### src/rtl/imuldiv_pkg.sv
// imuldiv_pkg -- shared encodings for the integer multiply/divide blocks.
//   FN_*  : mulreq_msg_fn operand-signedness encodings (2'b11 aliases FN_UU)
//   ST_*  : controller state encodings
//   a_is_signed / b_is_signed : decode which operands carry a sign for a fn
package imuldiv_pkg;

   localparam logic [1:0] FN_SS = 2'b00;
   localparam logic [1:0] FN_UU = 2'b01;
   localparam logic [1:0] FN_SU = 2'b10;

   localparam logic [1:0] ST_IDLE = 2'b00;
   localparam logic [1:0] ST_CALC = 2'b01;
   localparam logic [1:0] ST_DONE = 2'b10;

   function automatic logic a_is_signed(input logic [1:0] fn);
      return (fn == FN_SS) || (fn == FN_SU);
   endfunction

   function automatic logic b_is_signed(input logic [1:0] fn);
      return (fn == FN_SS);
   endfunction

endpackage

### src/rtl/imuldiv_int_mul_var_dpath.sv
// imuldiv_int_mul_var_dpath -- shift-and-add datapath for the iterative multiplier.
//   clk, reset      : clock, synchronous active-high reset (clears all state)
//   load            : capture operand magnitudes / sign flags, clear acc and count
//   calc            : perform one shift-and-add iteration
//   a_in, b_in, fn_in : request operands and signedness select
//   b_rest_zero     : multiplier bits remaining after this iteration are all zero
//   count_last      : this iteration is number W-1
//   result          : signed-corrected 2W-bit product of the accumulator
module imuldiv_int_mul_var_dpath
   import imuldiv_pkg::*;
#(
   parameter int W = 32
) (
   input  logic           clk,
   input  logic           reset,
   input  logic           load,
   input  logic           calc,
   input  logic [W-1:0]   a_in,
   input  logic [W-1:0]   b_in,
   input  logic [1:0]     fn_in,
   output logic           b_rest_zero,
   output logic           count_last,
   output logic [2*W-1:0] result
);

   localparam int CW = $clog2(W);

   logic [2*W-1:0] a_q, a_d, acc_q, acc_d;
   logic [W-1:0]   b_q, b_d;
   logic [CW-1:0]  cnt_q, cnt_d;
   logic           sa_q, sa_d, sb_q, sb_d;
   logic           a_neg, b_neg;
   logic [W-1:0]   mag_a, mag_b;

   always_comb begin
      a_neg = a_is_signed(fn_in) & a_in[W-1];
      b_neg = b_is_signed(fn_in) & b_in[W-1];
      // Negating the most-negative value wraps back to 2^(W-1), which is
      // exactly the magnitude when read as unsigned.
      mag_a = a_neg ? -a_in : a_in;
      mag_b = b_neg ? -b_in : b_in;

      a_d   = a_q;
      b_d   = b_q;
      acc_d = acc_q;
      cnt_d = cnt_q;
      sa_d  = sa_q;
      sb_d  = sb_q;
      if (load) begin
         a_d   = {{W{1'b0}}, mag_a};
         b_d   = mag_b;
         acc_d = '0;
         cnt_d = '0;
         sa_d  = a_neg;
         sb_d  = b_neg;
      end else if (calc) begin
         if (b_q[0]) acc_d = acc_q + a_q;
         a_d   = a_q << 1;
         b_d   = b_q >> 1;
         cnt_d = cnt_q + 1'b1;
      end
   end

   always_ff @(posedge clk) begin
      if (reset) begin
         a_q   <= '0;
         b_q   <= '0;
         acc_q <= '0;
         cnt_q <= '0;
         sa_q  <= 1'b0;
         sb_q  <= 1'b0;
      end else begin
         a_q   <= a_d;
         b_q   <= b_d;
         acc_q <= acc_d;
         cnt_q <= cnt_d;
         sa_q  <= sa_d;
         sb_q  <= sb_d;
      end
   end

   // Evaluated on the current b_q: true when the post-shift value is zero.
   assign b_rest_zero = (b_q[W-1:1] == '0);
   assign count_last  = (cnt_q == CW'(W-1));
   assign result      = (sa_q ^ sb_q) ? -acc_q : acc_q;

endmodule

### src/rtl/imuldiv_int_mul_var.sv
// imuldiv_int_mul_var -- iterative (one bit per cycle) integer multiplier with
// optional early termination and val/rdy request/response handshakes.
//   clk, reset          : clock, synchronous active-high reset
//   mulreq_msg_a/b      : W-bit multiplicand / multiplier
//   mulreq_msg_fn       : 00 SxS, 01 UxU, 10 S(a)xU(b), 11 as 01
//   mulreq_val/rdy      : request handshake (rdy only in IDLE)
//   mulresp_msg_result  : 2W-bit product
//   mulresp_val/rdy     : response handshake (val only in DONE)
module imuldiv_int_mul_var
   import imuldiv_pkg::*;
#(
   parameter int W          = 32,
   parameter int EARLY_TERM = 1
) (
   input  logic           clk,
   input  logic           reset,
   input  logic [W-1:0]   mulreq_msg_a,
   input  logic [W-1:0]   mulreq_msg_b,
   input  logic [1:0]     mulreq_msg_fn,
   input  logic           mulreq_val,
   output logic           mulreq_rdy,
   output logic [2*W-1:0] mulresp_msg_result,
   output logic           mulresp_val,
   input  logic           mulresp_rdy
);

   logic [1:0] state_q, state_d;
   logic       load, calc, b_rest_zero, count_last, calc_end;

   assign mulreq_rdy  = (state_q == ST_IDLE);
   assign mulresp_val = (state_q == ST_DONE);
   assign load        = mulreq_rdy & mulreq_val;
   assign calc        = (state_q == ST_CALC);
   assign calc_end    = count_last | ((EARLY_TERM != 0) & b_rest_zero);

   always_comb begin
      state_d = state_q;
      case (state_q)
         ST_IDLE: if (mulreq_val)  state_d = ST_CALC;
         ST_CALC: if (calc_end)    state_d = ST_DONE;
         // Completing a response always passes through IDLE before the next
         // request can be taken.
         ST_DONE: if (mulresp_rdy) state_d = ST_IDLE;
         default:                  state_d = ST_IDLE;
      endcase
   end

   always_ff @(posedge clk) begin
      if (reset) state_q <= ST_IDLE;
      else       state_q <= state_d;
   end

   imuldiv_int_mul_var_dpath #(.W(W)) dpath (
      .clk         (clk),
      .reset       (reset),
      .load        (load),
      .calc        (calc),
      .a_in        (mulreq_msg_a),
      .b_in        (mulreq_msg_b),
      .fn_in       (mulreq_msg_fn),
      .b_rest_zero (b_rest_zero),
      .count_last  (count_last),
      .result      (mulresp_msg_result)
   );

endmodule

### config.mk
export PLATFORM = sky130hd
export DESIGN_NAME = imuldiv_int_mul_var
export DESIGN_NICKNAME = d
export VERILOG_FILES = /design/src/rtl/imuldiv_pkg.sv /design/src/rtl/imuldiv_int_mul_var_dpath.sv /design/src/rtl/imuldiv_int_mul_var.sv
export SDC_FILE = /design/constraint.sdc
export NUM_CORES = 1
export LEC_CHECK = 0
export CAP_MARGIN = 10
export CORE_MARGIN = 8
export CORE_UTILIZATION = 30
export DETAILED_ROUTE_END_ITERATION = 8
export PLACE_DENSITY = 0.55
export SETUP_SLACK_MARGIN = 0.15
export SLEW_MARGIN = 40
export SYNTH_ARGS = -nofsm -noshare
export SYNTH_HDL_FRONTEND = slang
export SYNTH_HIERARCHICAL = 1
export SYNTH_SLANG_ARGS = --single-unit
export TNS_END_PERCENT = 1
### constraint.sdc
create_clock -name clk -period 3.4 [get_ports clk]
set_input_delay 0.68 -clock clk [delete_from_list [all_inputs] [get_ports clk]]
set_output_delay 0.68 -clock clk [all_outputs]
set_load 0.01 [all_outputs]
=== Word-level counts from Yosys, hierarchy flattened ===
Index checks and enable logic that the tools add are counted.

* Output and inout port bits: 66
* Bits in registers: 169
* Input port bits: 70

* Reduce and logical (&&, ||, !) cells: 8
* Add/sub/neg operators: 5
* Equality and inequality tests: 7
* Muxes and demuxes: 11
* Bitwise logic cells: 5

{| class="wikitable"
|+ Operators with widths
! operator !! number
|-
| 32-bit two-way mux || 6
|-
| 64-bit adder || 1
|-
| 64-bit two-way mux || 1
|-
| 32-bit negator || 2
|-
| 64-bit negator || 1
|-
| 31-bit logical NOT || 1
|-
| 2-bit two-way mux || 3
|-
| 2-bit one-hot mux with 3 select lines || 1
|-
| 5-bit by 1-bit adder with 5-bit output, second input constant || 1
|-
| 5-bit == test, second input constant || 1
|-
| 2-bit == test, second input constant || 2
|-
| 2-bit logical NOT || 2
|-
| 2-bit by 1-bit inequality test with 1-bit output, second input constant || 2
|-
| 1-bit AND || 3
|-
| 3-bit AND reduction || 1
|-
| 2-bit by 1-bit == test with 1-bit output, second input constant || 1
|-
| 2-bit inequality test, second input constant || 1
|-
| 2-bit AND reduction || 1
|-
| 2-bit nonzero test || 1
|-
| 2-bit OR reduction || 1
|-
| 1-bit logical OR || 1
|-
| 1-bit OR || 1
|-
| 1-bit XOR || 1
|}

=== Longest topological paths before layout ===
Gate-level depths: netlist of the first run.

* Depth after elaboration: 5
* Depth in mapped cells: 12
* Depth with buffers taken out: 12

=== By module ===
Netlist of the first run, hierarchy kept.

{| class="wikitable"
|+ By module, submodules not included
! module !! area an instance (um2) !! seq. area each (um2) !! cells an instance !! times used
|-
| imuldiv_int_mul_var_dpath || 12778.5 || 3343.2 || 1665 || 1
|-
| imuldiv_int_mul_var || 110.1 || 40.0 || 12 || 1
|}

=== Worst setup path before layout of the first run ===
OpenSTA, ideal clock, no wires.

* Kind: register to output
* Start: reg dpath.acc_q[20]
* End: out mulresp_msg_result[63]
* Buffers on the path: 0
* Stages on the path, launching flop included: 10
* Slack: 178 ps
* Arrival time: 2542 ps
* Data required time: 2720 ps
* Cell sequence: dfxtp_1 -> or4_4 -> or3_4 -> or4_4 -> nor2_4 -> and3_4 -> nand2_4 -> nor2_4 -> a31oi_1 -> xor2_1

* Cells in the longest elaborated chain, start to end: 2

{| class="wikitable"
|+ RTL lines
! what !! RTL line !! RTL
|-
| start: declaration || imuldiv_int_mul_var_dpath.sv:28 || <nowiki>logic [2*W-1:0] a_q, a_d, acc_q, acc_d;</nowiki>
|-
| start signal: assignment || imuldiv_int_mul_var_dpath.sv:68 || <nowiki>acc_q <= '0;</nowiki>
|-
| start signal: assignment || imuldiv_int_mul_var_dpath.sv:75 || <nowiki>acc_q <= acc_d;</nowiki>
|-
| 64-bit negator || imuldiv_int_mul_var_dpath.sv:85 || <nowiki>assign result = (sa_q ^ sb_q) ? -acc_q : acc_q;</nowiki>
|-
| 64-bit two-way mux || imuldiv_int_mul_var_dpath.sv:85 ||
|-
| end: declaration || imuldiv_int_mul_var.sv:22 || <nowiki>output logic [2*W-1:0] mulresp_msg_result,</nowiki>
|}

Every way passes these cells.

=== Worst setup path in the final report of the first run ===
* Start: reg dpath.acc_q[14]
* End: out mulresp_msg_result[31]

The elaborated chain is that of the path after synthesis.

==> results of run 1 <==
## metrics by stage
stage	power, W	setup TNS (ps)	hold WS, ps
finish	0.00544	-10950	487
global route	0.00570	-17780	510
floorplan	0.00277	0	430
CTS	0.00549	-13230	489
global placement	0.00323	-8770	456
detailed placement	0.00324	-10020	481
## metal layers
layer / part of all wire / wire [µm]
met4: 0.016 / 660
met2: 0.46 / 19500
met5: 0.00045 / 19
met1: 0.47 / 19700
met3: 0.054 / 2290
## worst min path at each step
stage,startpoint,to,slack (ps),cells after the start
final,state_q[1],state_q[0],490,1
after global routing,state_q[1],state_q[0],510,1
after CTS,state_q[1],state_q[0],490,1
after detailed placement,state_q[1],state_q[0],480,1
after global placement,state_q[1],state_q[0],460,1
after floorplan,state_q[1],state_q[0],430,1
## report_power, final
| part | switching, W | internal [W] |
|---|---|---|
| combinational | 0.000609 | 0.000504 |
| sequential | 0.0000668 | 0.00206 |
| clock | 0.000876 | 0.00133 |
## worst max-delay path, delay by kind of cell, from the launching register on
kind	cells	cell delay, ps
compound gates	1	80
xor+xnor	1	170
buf+inv	3	590
flops	1	310
simple gates	5	1570
## cells in the mapped netlist (9+ instances only)
master / number
nand3_1: 19
mux2i_1: 41
nor3_1: 31
or3_1: 24
a311oi_1: 15
inv_1: 33
or4_1: 10
nor2b_1: 71
a21o_1: 29
o21ai_0: 92
clkbuf_1: 84
a21oi_1: 160
o21a_1: 9
o21bai_1: 14
o31ai_1: 19
nand2b_1: 9
dfxtp_1: 169
buf_1: 11
xnor2_1: 93
nand4_1: 23
nand2_1: 173
nor2_1: 141
and2_1: 10
a211oi_1: 118
nor4_1: 18
xor2_1: 73
ha_1: 68
## kinds of logic (layout without fill, tap and decap cells)
group	after synthesis	in the layout	synth area share
xor gates and xnor gates	166	166	0.113
buffers and inverters	132	360	0.0390
muxes	41	41	0.0318
DFF	169	169	0.262
AOI/OAI and AO/OA	534	534	0.270
and+or+nand+nor	566	566	0.216
adders and majority gates	69	69	0.0676
## repair_timing
item                       in CTS  in global routing
resized for setup             204                 45
buffers inserted                0                  0
setup endpoints to repair      78                 80
gates cloned                    0                  0
pin swaps                      19                 17
hold endpoints to repair        0                  0
## registers in the layout, summed over array words and instances (netlist names)
| name | cells |
|---|---|
| dpath/sb_q | 1 |
| dpath/a_q | 64 |
| dpath/cnt_q | 5 |
| state_q | 2 |
| dpath/b_q | 32 |
| dpath/acc_q | 64 |
| dpath/sa_q | 1 |
## layout make-up
cell class,instances,area [µm²],share of cell area
clock buffer,18,439,0.0262
clock inverter,14,220,0.0131
inverter,33,124,0.00738
multi-input combinational,1376,9460,0.564
sequential,169,3390,0.202
tap,546,683,0.0407
timing repair buffer,295,2470,0.147
## cells in the final DEF (no fill, tap or decap), types with 8 or more instances in the layout
| master | n |
|---|---|
| buf_2 | 25 |
| o21ai_0 | 83 |
| xnor2_1 | 90 |
| dfxtp_1 | 167 |
| o31ai_1 | 9 |
| and2_1 | 9 |
| clkbuf_16 | 17 |
| nor4_1 | 16 |
| clkdlybuf4s15_2 | 19 |
| a21oi_1 | 156 |
| or3_1 | 22 |
| nand3_1 | 18 |
| clkdlybuf4s50_1 | 83 |
| xor2_1 | 69 |
| o21bai_1 | 13 |
| a311oi_1 | 15 |
| a21o_1 | 29 |
| ha_1 | 64 |
| a211oi_1 | 117 |
| nand2b_1 | 8 |
| nand4_1 | 23 |
| nor2_1 | 138 |
| nand2_1 | 171 |
| mux2i_1 | 41 |
| o21a_1 | 9 |
| nor2b_1 | 70 |
| inv_1 | 33 |
| buf_4 | 157 |
| o21ai_2 | 8 |
| nor3_1 | 30 |
| a31oi_1 | 8 |
==> flow_summary.ini, run 1 <==
[status]
status = finished, violations left
violations = setup timing

[pwr]
powerDensity_mw_per_mm2 = 324
p_leak_nw = 6.64
vdd_ir_drop_max_v = 0.000284

[yosys]
netlist_top_cells_area = dfxtp_1 (26%), a211oi_1 (6.9%), ha_1 (6.6%)
syn_inst = 1677
syn_area_per_cell_um2 = 7.69
synth-async-reset-ratio = 0
synth_flop_cell = dfxtp_1
syn-cell-area_mm2 = 0.0129
ys_types = 80
syn_nets = 1816
yosys_warnings = 6
yosysSeqAreaShare = 0.262
synth_top_area_frac = 0.262
synth_edf_count = 0
yosys_register_bits = 169
yosys.area.top_type = dfxtp_1

[grt]
overflow = 0
track_usage = 0.167
top_usage_layer = met2
antenna_found_initial = 2
grt_pass1_wl_um = 68000
grt_max_degree = 163
use_met3 = 0.0360
grt_pass1_vias = 12900
use_met2 = 0.279
met1_usage = 0.215

[clocking]
root_buffer = clkbuf_16
htree_levels = 4
clkTransAtPathRegs_ps = 70
cts.path.max_buffers = 2
numCtsBuffers = 17
cts_tree = built
numClockSinks = 169
clk-insertion-delay-late_ps = 450
cts_hold_buf = 0

[sta]
rsz0062_at_grt = true
setup_viol = 45
fmax_ghz = 0.260
worst_pin_slew_ps = 772
fin_ws_ps = -447
drv_slew = 0
finalCriticalPeriod_ps = 3850
period_share = 1.13
finClkSkew_ps = 13.4
hold_violations = 0
maxSlewHeadroom = 0.485

[setup_path]
max_stage_delay_ps = 530
cpMaxStageDelayCell = or4_4
start_kind = flop
crit_fanout = 4
arrival_ps = 3170
end_kind = output port
cp.required_ps = 2720
crit_type = reg -> out
worstSetupEndpoint = mulresp_msg_result[31]
ff2ff_path_depth = 14
cp_cell_sequence = or4_4 -> or3_4 -> buf_4 -> or2_4 -> buf_4 -> or3_4 -> nor2_2 -> a21oi_1 -> xor2_1 -> dlygate4sd2_1
critPathLaunch = dpath/acc_q[14]
worst_r2r_endpoint = dpath/acc_q[50]
reg2reg_from = dpath/acc_q[0]
rrSetupSlack_ps = 140

[floorplanning]
die_h_um = 223
die_w_um = 223
core.rowCount = 76
boundaryPins = 136
design.core.area_mm2 = 0.0427
die_area_mm2 = 0.0498
initial_core_util = 0.302

[detailed_routing]
drt-total-wl_um = 42200
antenna_left = 0
dr.pass1.iters = 5
vias = 12900
dr.first_iter.drc_count = 690
via_per_inst = 5.26
post-route-drc-count = 0
wl_per_cell_um = 17.2

[cells_and_area]
diodes = 0
drive_gt1_frac = 0.176
finalInstanceArea_mm2 = 0.0168
fin_nets = 2031
utilization = 0.393
final_cells = 2451
area_growth_pct = 30.2
n_fill_cell = 4381

[place]
gp_congestion = 0.908
dp_cells = 2419
portBuffers = 135
dpl_cell_area_mm2 = 0.0158
pre_cts_slack_ps = -435
hpwl_um = 33000

[worst_hold_path]
min_path_type = reg -> reg

[flow_run]
maxCapViolCount = 0
No activity file was read; power rests on OpenSTA's default activity.
==> run 2, diff against run 1 <==
CORE_MARGIN = unset   (was 8)
GPL_ROUTABILITY_DRIVEN = 1   (was unset)
==> flow_summary.ini, run 2 (same netlist as run 1, synthesis figures left out) <==
[setup_path]
ff2ff_path_depth = 14
reg2reg_from = dpath/acc_q[0]
start_kind = flop
cp.required_ps = 2720
arrival_ps = 3240
crit_type = reg -> out
end_kind = output port
rrSetupSlack_ps = 100
crit_fanout = 5
worst_r2r_endpoint = dpath/acc_q[50]

[place]
gp_congestion = 0.931
dpl_cell_area_mm2 = 0.0157
pre_cts_slack_ps = -492
portBuffers = 135
hpwl_um = 31500

[detailed_routing]
dr.first_iter.drc_count = 672
drt-total-wl_um = 40700
dr.pass1.iters = 5
post-route-drc-count = 0
antenna_left = 0
wl_per_cell_um = 16.7
via_per_inst = 5.27
vias = 12900

[sta]
finClkSkew_ps = 12.0
finalCriticalPeriod_ps = 3920
period_share = 1.15
fmax_ghz = 0.255
worst_pin_slew_ps = 764
fin_ws_ps = -521
rsz0062_at_grt = true
maxSlewHeadroom = 0.491
setup_viol = 46
drv_slew = 0
hold_violations = 0

[clocking]
htree_levels = 4
cts.path.max_buffers = 2
clk-insertion-delay-late_ps = 450
numCtsBuffers = 17
numClockSinks = 169
cts_tree = built
clkTransAtPathRegs_ps = 70
cts_hold_buf = 0
root_buffer = clkbuf_16

[pwr]
p_leak_nw = 6.59
powerDensity_mw_per_mm2 = 322
vdd_ir_drop_max_v = 0.000347
power_w = 0.00535

[floorplanning]
die_w_um = 209
die_area_mm2 = 0.0438
die_h_um = 209
design.core.area_mm2 = 0.0421
boundaryPins = 136
initial_core_util = 0.306
core.rowCount = 75

[cells_and_area]
drive_gt1_frac = 0.181
final_common_cell = nand2_1
final_cell_mix = nand2_1 (168), dfxtp_1 (167), a21oi_1 (155), buf_4 (151), nor2_1 (140)
area_growth_pct = 29.1
utilization = 0.395
n_fill_cell = 4343
finalInstanceArea_mm2 = 0.0166
diodes = 0
reg_top3 = dpath/a_q (64), dpath/acc_q (64), dpath/b_q (32)
fin_nets = 2026

[grt]
track_usage = 0.185
grt_max_degree = 131
grt_pass1_vias = 12200
antenna_found_initial = 0
overflow = 0
grt_pass1_wl_um = 64900

[worst_hold_path]
hold_start = state_q[1]
min_path_type = reg -> reg
whs_endpoint = state_q[0]
hold-path-cell-count = 1

[status]
status = finished, violations left
violations = setup timing

[flow_run]
maxCapViolCount = 0
-- run 2: layout make-up --
| type | instances | area, µm² | share of cell area |
|---|---|---|---|
| clock buffers | 19 | 443 | 0.0266 |
| clock inverters | 13 | 180 | 0.0108 |
| inverters | 33 | 124 | 0.00745 |
| multi-input cells | 1376 | 9480 | 0.570 |
| flip-flops and latches | 169 | 3390 | 0.204 |
| well taps | 539 | 674 | 0.0405 |
| repair buffers | 290 | 2340 | 0.141 |
-- run 2: report_power, final --
part           switching, W  total, W  leakage [nW]  internal [W]
clock network      0.000903   0.00210         0.300       0.00120
logic              0.000612   0.00113          4.91      0.000518
registers         0.0000665   0.00212          1.38       0.00206
total               0.00158   0.00535          6.59       0.00377
-- run 2: metrics by stage --
stage | setup TNS, ps | cells | hold slack [ps]
floorplan | 0 | 1677 | 430
global placement | -9970 | 2400 | 456
detailed placement | -11040 | 2400 | 473
CTS | -13450 | 2433 | 492
global route | -18500 | 2439 | 527
finish | -12600 | 2439 | 492
-- run 2: worst max-delay path by stage --
stage	startpoint	endpoint	slack [ps]	cells past startpoint
floorplan	dpath/acc_q[20]	mulresp_msg_result[63]	180	9
global placement	dpath/acc_q[20]	mulresp_msg_result[58]	-440	8
detailed placement	dpath/acc_q[20]	mulresp_msg_result[58]	-490	8
CTS	dpath/acc_q[20]	mulresp_msg_result[63]	-590	10
global route	dpath/acc_q[20]	mulresp_msg_result[56]	-680	9
finish	dpath/acc_q[20]	mulresp_msg_result[63]	-520	10
-- run 2: worst max-delay path, cell delays in order (launching register included) --
cell and delay (ps):
dfxtp_2 320, or4_4 530, or3_4 450, or4_4 460, nor2_4 150, and3_4 260, nand2_4 80, nor2_4 140
a31oi_1 120, xor2_1 140, clkbuf_2 150
-- run 2: what timing repair did --
action	4_1_cts	5_1_grt
pin swaps	21	24
buffers inserted	1	6
hold endpoints to repair	0	0
setup endpoints to repair	70	75
resized for setup	184	92
-- run 2: per-layer routing --
layer  share of wire  GRT usage
met3           0.047     0.0334
met4           0.019     0.0553
met5               0          0
met2            0.46      0.305
met1            0.48      0.246
==> run 3, diff against run 2 <==
PLACE_DENSITY = unset   (was 0.55)
==> flow_summary.ini, run 3 (same netlist as run 1, synthesis figures left out) <==
[grt]
track_usage = 0.185
grt_pass1_vias = 12300
grt_pass1_wl_um = 64700
overflow = 0
antenna_found_initial = 2
grt_max_degree = 163

[detailed_routing]
drt-total-wl_um = 40500
via_per_inst = 5.26
antenna_left = 0
dr.pass1.iters = 7
vias = 12900
wl_per_cell_um = 16.5
post-route-drc-count = 0
dr.first_iter.drc_count = 718

[floorplanning]
die_area_mm2 = 0.0438
initial_core_util = 0.306
die_h_um = 209
core.rowCount = 75
die_w_um = 209
design.core.area_mm2 = 0.0421
boundaryPins = 136

[clocking]
clkTransAtPathRegs_ps = 70
numClockSinks = 169
numCtsBuffers = 17
root_buffer = clkbuf_16
cts.path.max_buffers = 2
cts_tree = built
htree_levels = 4
clk-insertion-delay-late_ps = 450

[cells_and_area]
final_cell_mix = nand2_1 (169), dfxtp_1 (167), buf_4 (160), a21oi_1 (154), nor2_1 (140)
final_common_cell = nand2_1
n_fill_cell = 4279
regArea_mm2 = 0.00339
reg_top3 = dpath/a_q (64), dpath/acc_q (64), dpath/b_q (32)
multi_input_area_mm2 = 0.00952
finalInstanceArea_mm2 = 0.0168
drive_gt1_frac = 0.183
diodes = 0
fin_nets = 2034
area_growth_pct = 30.2

[setup_path]
rrSetupSlack_ps = 130
reg2reg_from = dpath/acc_q[10]
cp_cell_sequence = or4_4 -> or3_4 -> or4_4 -> nor2_4 -> buf_6 -> and3_4 -> nand2_4 -> nor2_4 -> a31oi_1 -> xor2_1 -> buf_2
max_stage_delay_ps = 520
end_kind = output port
arrival_ps = 3240
crit_fanout = 5
ff2ff_path_depth = 13
cp.required_ps = 2720
start_kind = flop
worst_r2r_endpoint = dpath/acc_q[50]
cpMaxStageDelayCell = or4_4
crit_type = reg -> out
crit_family = simple AND/OR/NAND/NOR gates
critical_path_buf_inv_count = 2

[place]
gp_congestion = 0.918
dpl_cell_area_mm2 = 0.0158
hpwl_um = 31200
portBuffers = 135

[sta]
hold_violations = 0
period_share = 1.15
worst_pin_slew_ps = 776
setup_viol = 48
rsz0062_at_grt = true
maxSlewHeadroom = 0.483
finClkSkew_ps = 12.6
finalCriticalPeriod_ps = 3920
final.setup.tns_ps = -12170
drv_slew = 0
fmax_ghz = 0.255
hold-worst-slack_ps = 474
fin_ws_ps = -520

[flow_run]
maxCapViolCount = 0

[pwr]
vdd_ir_drop_max_v = 0.000268
powerDensity_mw_per_mm2 = 323
power_w = 0.00542
p_leak_nw = 6.66

[worst_hold_path]
hold_start = state_q[1]
whs_endpoint = state_q[0]
hold-path-cell-count = 1
min_path_type = reg -> reg

[status]
violations = setup timing
status = finished, violations left
[run 3: cell count changes in the layout (fill, tap and decap cells not counted), sizes merged]
| cell | previous run | this run |
|---|---|---|
| clkdlybuf4s50 | 83 | 85 |
| clkinv | 0 | 4 |
| buf | 190 | 196 |
| clkbuf | 25 | 21 |
| inv | 41 | 35 |
| clkinvlp | 2 | 4 |
| bufinv | 3 | 4 |
| clkdlybuf4s15 | 7 | 9 |
| dlygate4sd2 | 4 | 5 |
[run 3: area by class of cell]
class | count | share of cell area
multi-input combinational | 1376 | 0.567
sequential | 169 | 0.202
timing repair buffer | 298 | 0.145
tap | 539 | 0.0402
clock buffer | 18 | 0.0262
clock inverter | 14 | 0.0116
inverter | 33 | 0.00738
[run 3: per-stage QoR]
stage	utilization	cells	setup slack [ps]
after detailed placement	0.374	2408	-540
after CTS	0.394	2442	-650
final	0.398	2447	-520
after global placement	0.374	2408	-458
after floorplan	-	1677	178
after global routing	0.398	2447	-655
[run 3: layer usage]
metal	wire, µm	track usage	vias to the layer above
met5	27	0	-
met2	18400	0.304	291
met3	2090	0.0376	51
li1	-	-	6562
met4	835	0.0530	4
met1	19100	0.243	5951
[run 3: timing repair]
action,CTS,global route
setup endpoints to repair,73,83
buffers inserted,2,5
resized for setup,212,56
hold buffers,0,0
pin swaps,24,17
[run 3: worst max-delay path by stage]
stage,cells past startpoint,slack [ps],start,end
final,11,-520,dpath/acc_q[20],mulresp_msg_result[63]
after global routing,11,-660,dpath/acc_q[20],mulresp_msg_result[59]
after CTS,11,-650,dpath/acc_q[20],mulresp_msg_result[63]
after detailed placement,9,-540,dpath/acc_q[20],mulresp_msg_result[56]
after global placement,9,-460,dpath/acc_q[14],mulresp_msg_result[58]
after floorplan,9,180,dpath/acc_q[20],mulresp_msg_result[63]
[run 3: where the power goes]
| group | leakage (nW) | switching (W) | total [W] | internal, W |
|---|---|---|---|---|
| logic | 4.99 | 0.000621 | 0.00116 | 0.000537 |
| registers | 1.38 | 0.0000655 | 0.00212 | 0.00206 |
| clock network | 0.299 | 0.000885 | 0.00214 | 0.00125 |
| total | 6.66 | 0.00157 | 0.00542 | 0.00385 |
